**src/rtl/sisc_exec_if.sv**
```systemverilog
// sisc_exec_if: bundle between the SISC execute core and its neighbours
// (instruction register, register file, status register, memory read port).
//   instruction : 32-bit instruction word ([31:28] opcode, [27:24] mm, [15:0] imm, [3:0] funct)
//   rsa, rsb    : register operands A and B
//   mem_data    : memory read data, write-back source for loads
//   stat_in     : current {C,V,N,Z} from the status register
//   alu_result  : ALU result
//   stat_out    : new {C,V,N,Z} from the ALU
//   stat_en     : status-register load enable
//   write_data  : register-file write data
//   rf_we       : register-file write enable
//   wb_sel      : write-back source, 0 = ALU result, 1 = mem_data
//   alu_op      : [0] immediate operand select, [1] address mode (rsa + imm)
//   halted      : HLT has been executed
// Modport master is the core side; slave is the surrounding datapath side.
interface sisc_exec_if #(
    parameter int WIDTH = 32
);
    logic [31:0]      instruction;
    logic [WIDTH-1:0] rsa;
    logic [WIDTH-1:0] rsb;
    logic [WIDTH-1:0] mem_data;
    logic [3:0]       stat_in;
    logic [WIDTH-1:0] alu_result;
    logic [3:0]       stat_out;
    logic             stat_en;
    logic [WIDTH-1:0] write_data;
    logic             rf_we;
    logic             wb_sel;
    logic [1:0]       alu_op;
    logic             halted;

    modport master (
        input  instruction, rsa, rsb, mem_data, stat_in,
        output alu_result, stat_out, stat_en, write_data, rf_we, wb_sel, alu_op, halted
    );

    modport slave (
        output instruction, rsa, rsb, mem_data, stat_in,
        input  alu_result, stat_out, stat_en, write_data, rf_we, wb_sel, alu_op, halted
    );
endinterface

```
**src/rtl/sisc_exec_core.sv**
```systemverilog
// sisc_exec_core: execute/control slice of the SISC multicycle processor.
// Holds the control FSM, the combinational ALU and the write-back mux.
// Only the FSM state is registered; every output is decoded from the state
// and the (externally held) instruction, so an asynchronous reset drops all
// enables in the same instant.
//   clk   : clock, all state on the rising edge
//   rst_f : asynchronous active-low reset
//   bus   : sisc_exec_if.master (operands, instruction, status, enables)
module sisc_exec_core #(
    parameter int WIDTH = 32
) (
    input  logic          clk,
    input  logic          rst_f,
    sisc_exec_if.master   bus
);

    localparam logic [3:0] OPC_LOD = 4'd1;
    localparam logic [3:0] OPC_STR = 4'd2;
    localparam logic [3:0] OPC_ALU = 4'd8;
    localparam logic [3:0] OPC_HLT = 4'd15;

    typedef enum logic [2:0] {
        START0    = 3'd0,
        START1    = 3'd1,
        FETCH     = 3'd2,
        DECODE    = 3'd3,
        EXECUTE   = 3'd4,
        MEM       = 3'd5,
        WRITEBACK = 3'd6,
        HALT      = 3'd7
    } state_t;

    state_t state_r;
    state_t next_state_s;

    logic [3:0]       opcode_s;
    logic             mm_imm_s;
    logic [15:0]      imm_s;
    logic [3:0]       funct_s;
    logic             is_alu_s;
    logic             is_lod_s;
    logic             is_mem_s;
    logic [1:0]       dec_alu_op_s;

    logic             stat_en_s;
    logic             rf_we_s;
    logic             wb_sel_s;
    logic [1:0]       alu_op_s;
    logic             halted_s;

    logic [WIDTH-1:0] imm_sext_s;
    logic [WIDTH-1:0] b_s;
    logic [WIDTH:0]   wide_s;
    logic [WIDTH-1:0] result_s;
    logic             carry_s;
    logic             ovf_s;
    logic [3:0]       stat_s;
    logic             unused_s;

    assign opcode_s   = bus.instruction[31:28];
    assign mm_imm_s   = bus.instruction[27];
    assign imm_s      = bus.instruction[15:0];
    assign funct_s    = bus.instruction[3:0];
    assign is_alu_s   = (opcode_s == OPC_ALU);
    assign is_lod_s   = (opcode_s == OPC_LOD);
    assign is_mem_s   = is_lod_s || (opcode_s == OPC_STR);
    assign imm_sext_s = {{(WIDTH-16){imm_s[15]}}, imm_s};

    // Status input is reserved for branches; instruction bits [26:16] are not decoded here.
    assign unused_s = ^{bus.stat_in, bus.instruction[26:16]};

    // ALU operating mode for this instruction while it is in EXECUTE..WRITEBACK.
    always_comb begin
        if (is_alu_s && mm_imm_s) begin
            dec_alu_op_s = 2'b01;
        end else if (is_mem_s) begin
            dec_alu_op_s = 2'b10;
        end else begin
            dec_alu_op_s = 2'b00;
        end
    end

    // FSM state register.
    always_ff @(posedge clk or negedge rst_f) begin
        if (!rst_f) begin
            state_r <= START0;
        end else begin
            state_r <= next_state_s;
        end
    end

    // FSM next state and per-state control outputs.
    always_comb begin
        next_state_s = state_r;
        stat_en_s    = 1'b0;
        rf_we_s      = 1'b0;
        wb_sel_s     = 1'b0;
        alu_op_s     = 2'b00;
        halted_s     = 1'b0;
        case (state_r)
            START0:    next_state_s = START1;
            START1:    next_state_s = FETCH;
            FETCH:     next_state_s = DECODE;
            DECODE: begin
                if (opcode_s == OPC_HLT) begin
                    next_state_s = HALT;
                end else begin
                    next_state_s = EXECUTE;
                end
            end
            EXECUTE: begin
                next_state_s = MEM;
                alu_op_s     = dec_alu_op_s;
                stat_en_s    = is_alu_s;
            end
            MEM: begin
                next_state_s = WRITEBACK;
                alu_op_s     = dec_alu_op_s;
            end
            WRITEBACK: begin
                next_state_s = FETCH;
                alu_op_s     = dec_alu_op_s;
                rf_we_s      = is_alu_s || is_lod_s;
                wb_sel_s     = is_lod_s;
            end
            HALT: begin
                next_state_s = HALT;
                halted_s     = 1'b1;
            end
            default:   next_state_s = START0;
        endcase
    end

    assign b_s = alu_op_s[0] ? imm_sext_s : bus.rsb;

    // ALU: result and carry/overflow; the extra top bit of wide_s is carry (ADD) or borrow (SUB).
    always_comb begin
        wide_s   = {(WIDTH+1){1'b0}};
        result_s = {WIDTH{1'b0}};
        carry_s  = 1'b0;
        ovf_s    = 1'b0;
        if (alu_op_s[1]) begin
            result_s = bus.rsa + imm_sext_s;
        end else begin
            case (funct_s)
                4'd1: begin
                    wide_s   = {1'b0, bus.rsa} + {1'b0, b_s};
                    result_s = wide_s[WIDTH-1:0];
                    carry_s  = wide_s[WIDTH];
                    ovf_s    = (bus.rsa[WIDTH-1] == b_s[WIDTH-1]) &&
                               (result_s[WIDTH-1] != bus.rsa[WIDTH-1]);
                end
                4'd2: begin
                    wide_s   = {1'b0, bus.rsa} - {1'b0, b_s};
                    result_s = wide_s[WIDTH-1:0];
                    carry_s  = wide_s[WIDTH];
                    ovf_s    = (bus.rsa[WIDTH-1] != b_s[WIDTH-1]) &&
                               (result_s[WIDTH-1] != bus.rsa[WIDTH-1]);
                end
                4'd3:    result_s = ~bus.rsa;
                4'd4:    result_s = bus.rsa | b_s;
                4'd5:    result_s = bus.rsa & b_s;
                4'd6:    result_s = bus.rsa ^ b_s;
                4'd7:    result_s = bus.rsa << b_s[4:0];
                4'd8:    result_s = bus.rsa >> b_s[4:0];
                default: result_s = {WIDTH{1'b0}};
            endcase
        end
    end

    // Address mode produces no status; otherwise {C,V,N,Z}.
    assign stat_s = alu_op_s[1] ? 4'b0000
                  : {carry_s, ovf_s, result_s[WIDTH-1], (result_s == {WIDTH{1'b0}})};

    assign bus.alu_result = result_s;
    assign bus.stat_out   = stat_s;
    assign bus.stat_en    = stat_en_s;
    assign bus.rf_we      = rf_we_s;
    assign bus.wb_sel     = wb_sel_s;
    assign bus.alu_op     = alu_op_s;
    assign bus.halted     = halted_s;
    assign bus.write_data = wb_sel_s ? bus.mem_data : result_s;

endmodule

```
**src/flat_wrapper.sv**
```systemverilog
// flat-port wrapper written by rule: the top's interface ports become plain ports
module sisc_exec_core_flat 
#(
    parameter int WIDTH = 32
)
  (clk, rst_f, bus_instruction, bus_rsa, bus_rsb, bus_mem_data, bus_stat_in, bus_alu_result, bus_stat_out, bus_stat_en, bus_write_data, bus_rf_we, bus_wb_sel, bus_alu_op, bus_halted);
  sisc_exec_if #(.WIDTH(WIDTH)) bus_i ();
  input  logic clk;
  input  logic rst_f;
  input wire logic [$bits(bus_i.instruction)-1:0] bus_instruction;
  input wire logic [$bits(bus_i.rsa)-1:0] bus_rsa;
  input wire logic [$bits(bus_i.rsb)-1:0] bus_rsb;
  input wire logic [$bits(bus_i.mem_data)-1:0] bus_mem_data;
  input wire logic [$bits(bus_i.stat_in)-1:0] bus_stat_in;
  output wire logic [$bits(bus_i.alu_result)-1:0] bus_alu_result;
  output wire logic [$bits(bus_i.stat_out)-1:0] bus_stat_out;
  output wire logic [$bits(bus_i.stat_en)-1:0] bus_stat_en;
  output wire logic [$bits(bus_i.write_data)-1:0] bus_write_data;
  output wire logic [$bits(bus_i.rf_we)-1:0] bus_rf_we;
  output wire logic [$bits(bus_i.wb_sel)-1:0] bus_wb_sel;
  output wire logic [$bits(bus_i.alu_op)-1:0] bus_alu_op;
  output wire logic [$bits(bus_i.halted)-1:0] bus_halted;
  assign bus_i.instruction = bus_instruction;
  assign bus_i.rsa = bus_rsa;
  assign bus_i.rsb = bus_rsb;
  assign bus_i.mem_data = bus_mem_data;
  assign bus_i.stat_in = bus_stat_in;
  assign bus_alu_result = bus_i.alu_result;
  assign bus_stat_out = bus_i.stat_out;
  assign bus_stat_en = bus_i.stat_en;
  assign bus_write_data = bus_i.write_data;
  assign bus_rf_we = bus_i.rf_we;
  assign bus_wb_sel = bus_i.wb_sel;
  assign bus_alu_op = bus_i.alu_op;
  assign bus_halted = bus_i.halted;
  sisc_exec_core #(.WIDTH(WIDTH)) u_core (.clk(clk), .rst_f(rst_f), .bus(bus_i));
endmodule
```
**config.mk**
```make
export PLATFORM = sky130hd
export DESIGN_NAME = sisc_exec_core_flat
export DESIGN_NICKNAME = d
export VERILOG_FILES = /design/src/rtl/sisc_exec_if.sv /design/src/rtl/sisc_exec_core.sv /design/src/flat_wrapper.sv
export SDC_FILE = /design/constraint.sdc
export NUM_CORES = 1
export LEC_CHECK = 0
export BUFFER_PORTS_ARGS = -buffer_cell sky130_fd_sc_hd__buf_2
export CAP_MARGIN = 5
export CORE_MARGIN = 1
export CORE_UTILIZATION = 45
export CTS_BUF_LIST = sky130_fd_sc_hd__clkbuf_8
export DETAILED_ROUTE_END_ITERATION = 10
export PLACE_DENSITY = 0.68
export RECOVER_POWER = 25
export SETUP_SLACK_MARGIN = 0.5
export SYNTH_ARGS = -nofsm -noshare
export SYNTH_HDL_FRONTEND = slang
export SYNTH_SLANG_ARGS = --single-unit
```
**constraint.sdc**
```tcl
create_clock -name clk -period 6 [get_ports clk]
set_input_delay 0.3 -clock clk [delete_from_list [all_inputs] [get_ports clk]]
set_output_delay 0.3 -clock clk [all_outputs]
set_load 0.05 [all_outputs]
```
# Word-level counts from Yosys, hierarchy flattened
# Index checks and enable logic that the tools add are counted.
# totals
ff_bits	3
input_bits	134
out_inout_bits	74
elab_cells	58
# op_classes
add_sub_neg	3
n_eq_ne	23
n_shift	2
muxes	16
bitwise_logic	4
reduce_logical	9
# op_table
cell	count
$pmux 32 s8	1
$mux 32	3
$add 32x32->33	1
$sub 32x32->33	1
$add 32x32->32	1
$and 32x32->32	1
$logic_not 32->1	1
$not 32->32	1
$or 32x32->32	1
$shl 32x5->32	1
$shr 32x5->32	1
$xor 32x32->32	1
$pmux 3 s7	1
$eq 4x3->1 const B	4
$eq 3x3->1 const B	4
$eq 4x2->1 const B	3
$eq 4x4->1 const B	3
$eq 4x1->1 const B	2
$mux 2	4
$eq 3x2->1 const B	2
$mux 1	4
$mux 4	1
$pmux 1 s2	2
$eq 3x1->1 const B	1
other kinds (7)	12

# Logic depth before layout (Yosys ltp)
# logic_depth
word_depth	11
ltp_mapped	24
ltp_nobuf	19

# Worst setup path before layout
# Ideal clock, no wire load.
# synth_path
path_kind	input port to output port
from	input bus_instruction[28]
to	output bus_write_data[31]
arrival_time_ns	6.702
required_time_ns	5.700
path_slack_ns	-1.002
stages	23
cell_sequence	buf_6 nor4b_4 nand3_1 inv_2 clkbuf_1 buf_1 nand2_1 nand2_1 inv_1 ha_1 clkbuf_1 inv_1 a2111oi_0 o2111ai_1 a211oi_1 o21ai_0 o31ai_1 a31o_2 a21oi_1 a21bo_2 o31ai_1 o21ai_0 mux2_2
# synth_between
elab_chain_cells	9
elab_cells_between_ends	20
# synth_rtl
element	line	text
start, declared	flat_wrapper.sv:10	input wire logic [$bits(bus_i.instruction)-1:0] bus_instruction;
$eq 4x4->1 *	sisc_exec_core.sv:64	assign is_alu_s = (opcode_s == OPC_ALU);
$logic_and 1x1->1 *	sisc_exec_core.sv:74	if (is_alu_s && mm_imm_s) begin
$mux 2 *	sisc_exec_core.sv:74	
$mux 2 *	sisc_exec_core.sv:100	case (state_r)
named net bus_alu_op[0]	flat_wrapper.sv:21	output wire logic [$bits(bus_i.alu_op)-1:0] bus_alu_op;
$mux 32 *	sisc_exec_core.sv:134	assign b_s = alu_op_s[0] ? imm_sext_s : bus.rsb;
$sub 32x32->33, or another cell as far along	sisc_exec_core.sv:154	wide_s = {1'b0, bus.rsa} - {1'b0, b_s};
$pmux 32 s8 *	sisc_exec_core.sv:145	case (funct_s)
$mux 32 *	sisc_exec_core.sv:142	if (alu_op_s[1]) begin
named net bus_alu_result[31]	flat_wrapper.sv:15	output wire logic [$bits(bus_i.alu_result)-1:0] bus_alu_result;
$mux 32 *	sisc_exec_core.sv:182	assign bus.write_data = wb_sel_s ? bus.mem_data : result_s;
end, declared	flat_wrapper.sv:18	output wire logic [$bits(bus_i.write_data)-1:0] bus_write_data;
# Mark *: on every way through the listed nets, which the timed path passes. The rest lies on a longest branch.

# Worst setup path in the final report
# layout_path
from	register u_core.state_r[1]
to	output bus_stat_out[0]
# layout_between
elab_chain_cells	9
elab_cells_between_ends	17
# layout_rtl
element	line	text
start, declared	sisc_exec_core.sv:33	state_t state_r;
start signal, assigned	sisc_exec_core.sv:88	state_r <= next_state_s;
$eq 3x3->1	sisc_exec_core.sv:100	
$reduce_or 3->1 (no line) *	-	
$mux 2 *	sisc_exec_core.sv:100	
$mux 32	sisc_exec_core.sv:134	
$sub 32x32->33, or another cell as far along	sisc_exec_core.sv:154	
$pmux 32 s8	sisc_exec_core.sv:145	
$mux 32	sisc_exec_core.sv:142	
$logic_not 32->1	sisc_exec_core.sv:173	: {carry_s, ovf_s, result_s[WIDTH-1], (result_s == {WIDTH{1'b0}})};
$mux 4 *	sisc_exec_core.sv:172	assign stat_s = alu_op_s[1] ? 4'b0000
end, declared	flat_wrapper.sv:16	output wire logic [$bits(bus_i.stat_out)-1:0] bus_stat_out;
# Every way passes the cells marked *; elsewhere a longest branch is shown, timed or not.

==> results.json <==
{
  "drive_above_1_share_pct": 26.32,
  "hold_slack_ns": 0.4477,
  "finish.utilization_pct": 58.97,
  "grt_pass1_vias": 18410,
  "synthArstFlopShare_pct": 100.0,
  "grt_pass1_wl_mm": 118.6,
  "clock_latency_ns": 0.22,
  "drv_slew": 60,
  "power.density_nw_per_um2": 153.9,
  "ys_seq_area_share_pct": 0.5585,
  "clock_path_buffers": 2,
  "max_slew_margin_pct": -55.18,
  "cts_sinks": 3,
  "hold_violations": 0,
  "yosys_most_used_dff": "dfrtp_1",
  "ys_ff_latch": 3,
  "core_area_um2": 29010,
  "worstSetupStartpointType": "register",
  "remaining_drc_errors": 0,
  "place_congestion": 1.132,
  "outcome": "complete, but fails checks",
  "ff2ff_setup_slack_ns": 4.89,
  "cts_tree": "yes",
  "yosysUniqueCellTypes": 88,
  "cp_max_fo": 25,
  "cap_viol_max_count": 2,
  "dieArea_um2": 30570,
  "peakVddDrop_mv": 0.1160,
  "fp-row-count": 62,
  "vias": 20030,
  "syn-num-nets": 2302,
  "die_height_um": 174.8,
  "arrival_ns": 5.53,
  "pwr-share-seq_pct": 1.7,
  "pwr-share-comb_pct": 96.1,
  "yosysWarnings": 0,
  "p_clk_share_pct": 2.2,
  "violations": "capacitance limit, slew limit",
  "wl_mm": 82.72,
  "intPower_w": 0.0009510,
  "fp.dieW_um": 174.8,
  "cts_root_buf": "clkbuf_8",
  "routedWlPerCell_um": 30.29,
  "netlist_area_um2": 13440,
  "drt_first_iter_violations": 3484,
  "gr-usage-all-layers_pct": 51.41,
  "grt_setup_unrepaired": "yes",
  "switching_share_pct": 63.89,
  "dr.pass1.iters": 7,
  "nets": 2611,
  "avgSynthCellArea_um2": 6.603,
  "clkTransAtPathRegs_ns": 0.03,
  "htree_levels": 1,
  "setup_viol": 0,
  "grt_max_degree": 46,
  "viasPerCell": 7.332,
  "fin_crit_ns": 5.829,
  "syn_inst": 2036,
  "area_growth_pct": 27.27,
  "yosys-top-cells-area": "ha_1 12%, nand2_1 5.8%, a21oi_1 5.7%",
  "port_buffers": 192,
  "grt-ovfl-total": 0,
  "fin_crit_sh_pct": 97.15,
  "critPathKind": "register to output pin",
  "cts_made_buffers": 3,
  "crit_required_ns": 5.70,
  "synth-edff-count": 0,
  "yosysTopAreaCellShare_pct": 12.10,
  "fin_setup_tns_ns": 0,
  "tightest_slew_ns": 2.328,
  "max_freq_ghz": 0.1716,
  "hp-class": "input pin to asynchronous set/reset pin",
  "start_util_pct": 46.33,
  "antenna_found_initial": 3,
  "hpwlAfterDp_mm": 63.41,
  "synth_largest_area_cell": "ha_1",
  "crit_path_end_kind": "output pin",
  "leakagePower_nw": 7.441,
  "ios": 208,
  "p_switching_w": 0.001683,
  "finClkSkew_ns": 0.0002335,
  "ant_nets": 0
}
-- metrics by stage --
stage          cell area, um^2  std cells  total power [W]  setup WS, ns
6_report                 17110       2731         0.002634        0.1709
2_1_floorplan            13730       2036         0.001470        0.1591
3_5_place_dp             16340       2695         0.002319       0.06166
3_3_place_gp             16340       2695         0.002298        0.1355
5_1_grt                  17100       2729         0.002711        0.2041
4_1_cts                  16710       2713         0.002457        0.3929
-- routing by layer --
layer | up-vias | GRT usage, % | routed length [um]
met2 | 1854 | 75.60 | 33310
met5 | - | 0 | 30
li1 | 8483 | - | -
met3 | 446 | 17.34 | 12920
met4 | 4 | 32.64 | 6686
met1 | 9238 | 63.80 | 29780
-- worst paths after layout --
| kind | depth (start not counted) | from | to |
|---|---|---|---|
| max in group asynchronous | 2 | rst_f | u_core.state_r[0] |
| worst max-delay path | 17 | u_core.state_r[1] | bus_stat_out[0] |
| worst max register to register | 4 | register | u_core.state_r[1] |
| worst min register to register | 1 | u_core.state_r[1] | u_core.state_r[1] |
| worst min-delay path | 2 | rst_f | asynchronous set/reset pin |
| min in group clk | 3 | bus_instruction[30] | u_core.state_r[0] |
-- cell families (layout without fill, tap and decap cells) --
family,count (synthesis),count (layout),share of synthesized area (%)
AOI/OAI and AO/OA,776,776,41.73
buffers and inverters,268,576,7.865
and+or+nand+nor,701,701,25.80
other,0,3,0
xor gates and xnor gates,59,59,3.844
muxes,97,97,7.809
adders and majority gates,132,132,12.40
DFF,3,3,0.5584
-- layout make-up --
cell class,instances,area (um^2)
clock inverter,1,3.754
multi-input combinational,1765,12950
fill,2829,11900
antenna,3,7.507
tap,384,480.5
clock buffer,3,41.29
timing repair buffer,459,3107
inverter,113,445.4
sequential,3,76.32
-- cell usage in the layout, fill, tap and decap left out, types with 59 or more instances in the layout --
cell,instances
nor2_1,155
inv_1,101
a21oi_1,146
buf_2,174
nand2b_1,63
nand3_1,59
buf_4,253
o21ai_0,75
nand2_1,207
ha_1,115
-- what timing repair did --
item                       CTS  global route
buffers inserted            11            15
setup endpoints to repair   15            14
pin swaps                   14            16
cloned                       2             0
hold endpoints to repair     3             0
gates resized for setup     43            66
hold buffers                 1             0
-- worst max-delay path, stage by stage, from the launching register on --
cell and delay, ns:
dfrtp_1 0.44, a21bo_4 0.29, buf_4 0.19, or4_1 0.55, buf_4 0.28, inv_2 0.09, clkbuf_1 1.47, nand2_1 0.24
o211a_1 0.28, o2111ai_1 0.11, nor4_1 0.08, buf_4 0.17, a41oi_1 0.29, nand4b_1 0.25, nor4_2 0.09, nand4_1 0.11
and4b_4 0.21, buf_8 0.14
-- power groups by stage --
stage | Sequential (W) | Clock (W) | Combinational, W
2_1_floorplan | 0.0000354 | 0 | 0.00144
3_3_place_gp | 0.0000472 | 0 | 0.00225
3_5_place_dp | 0.0000493 | 0 | 0.00227
4_1_cts | 0.0000475 | 0.0000599 | 0.00235
5_1_grt | 0.0000466 | 0.0000610 | 0.00260
6_report | 0.0000456 | 0.0000583 | 0.00253
-- cells in the mapped netlist (19+ instances only) --
cell,count
inv_1,102
o211ai_1,23
a2111oi_0,35
o221ai_1,23
xnor2_1,45
nor2b_1,23
a21oi_1,154
o22ai_1,34
nand4_1,23
nand2_1,208
mux2_2,43
ha_1,130
mux2i_1,52
a22oi_1,34
nor4_1,23
nor2_1,158
a31oi_1,28
nor3_1,44
nand3_1,61
a211oi_1,29
and2_1,20
o21ai_0,87
nand2b_1,63
a21o_1,45
and3_1,19
buf_2,20
a311oi_1,57
o31ai_1,21
a221oi_1,23
clkbuf_1,118
Power figures use the tool's default switching activity.
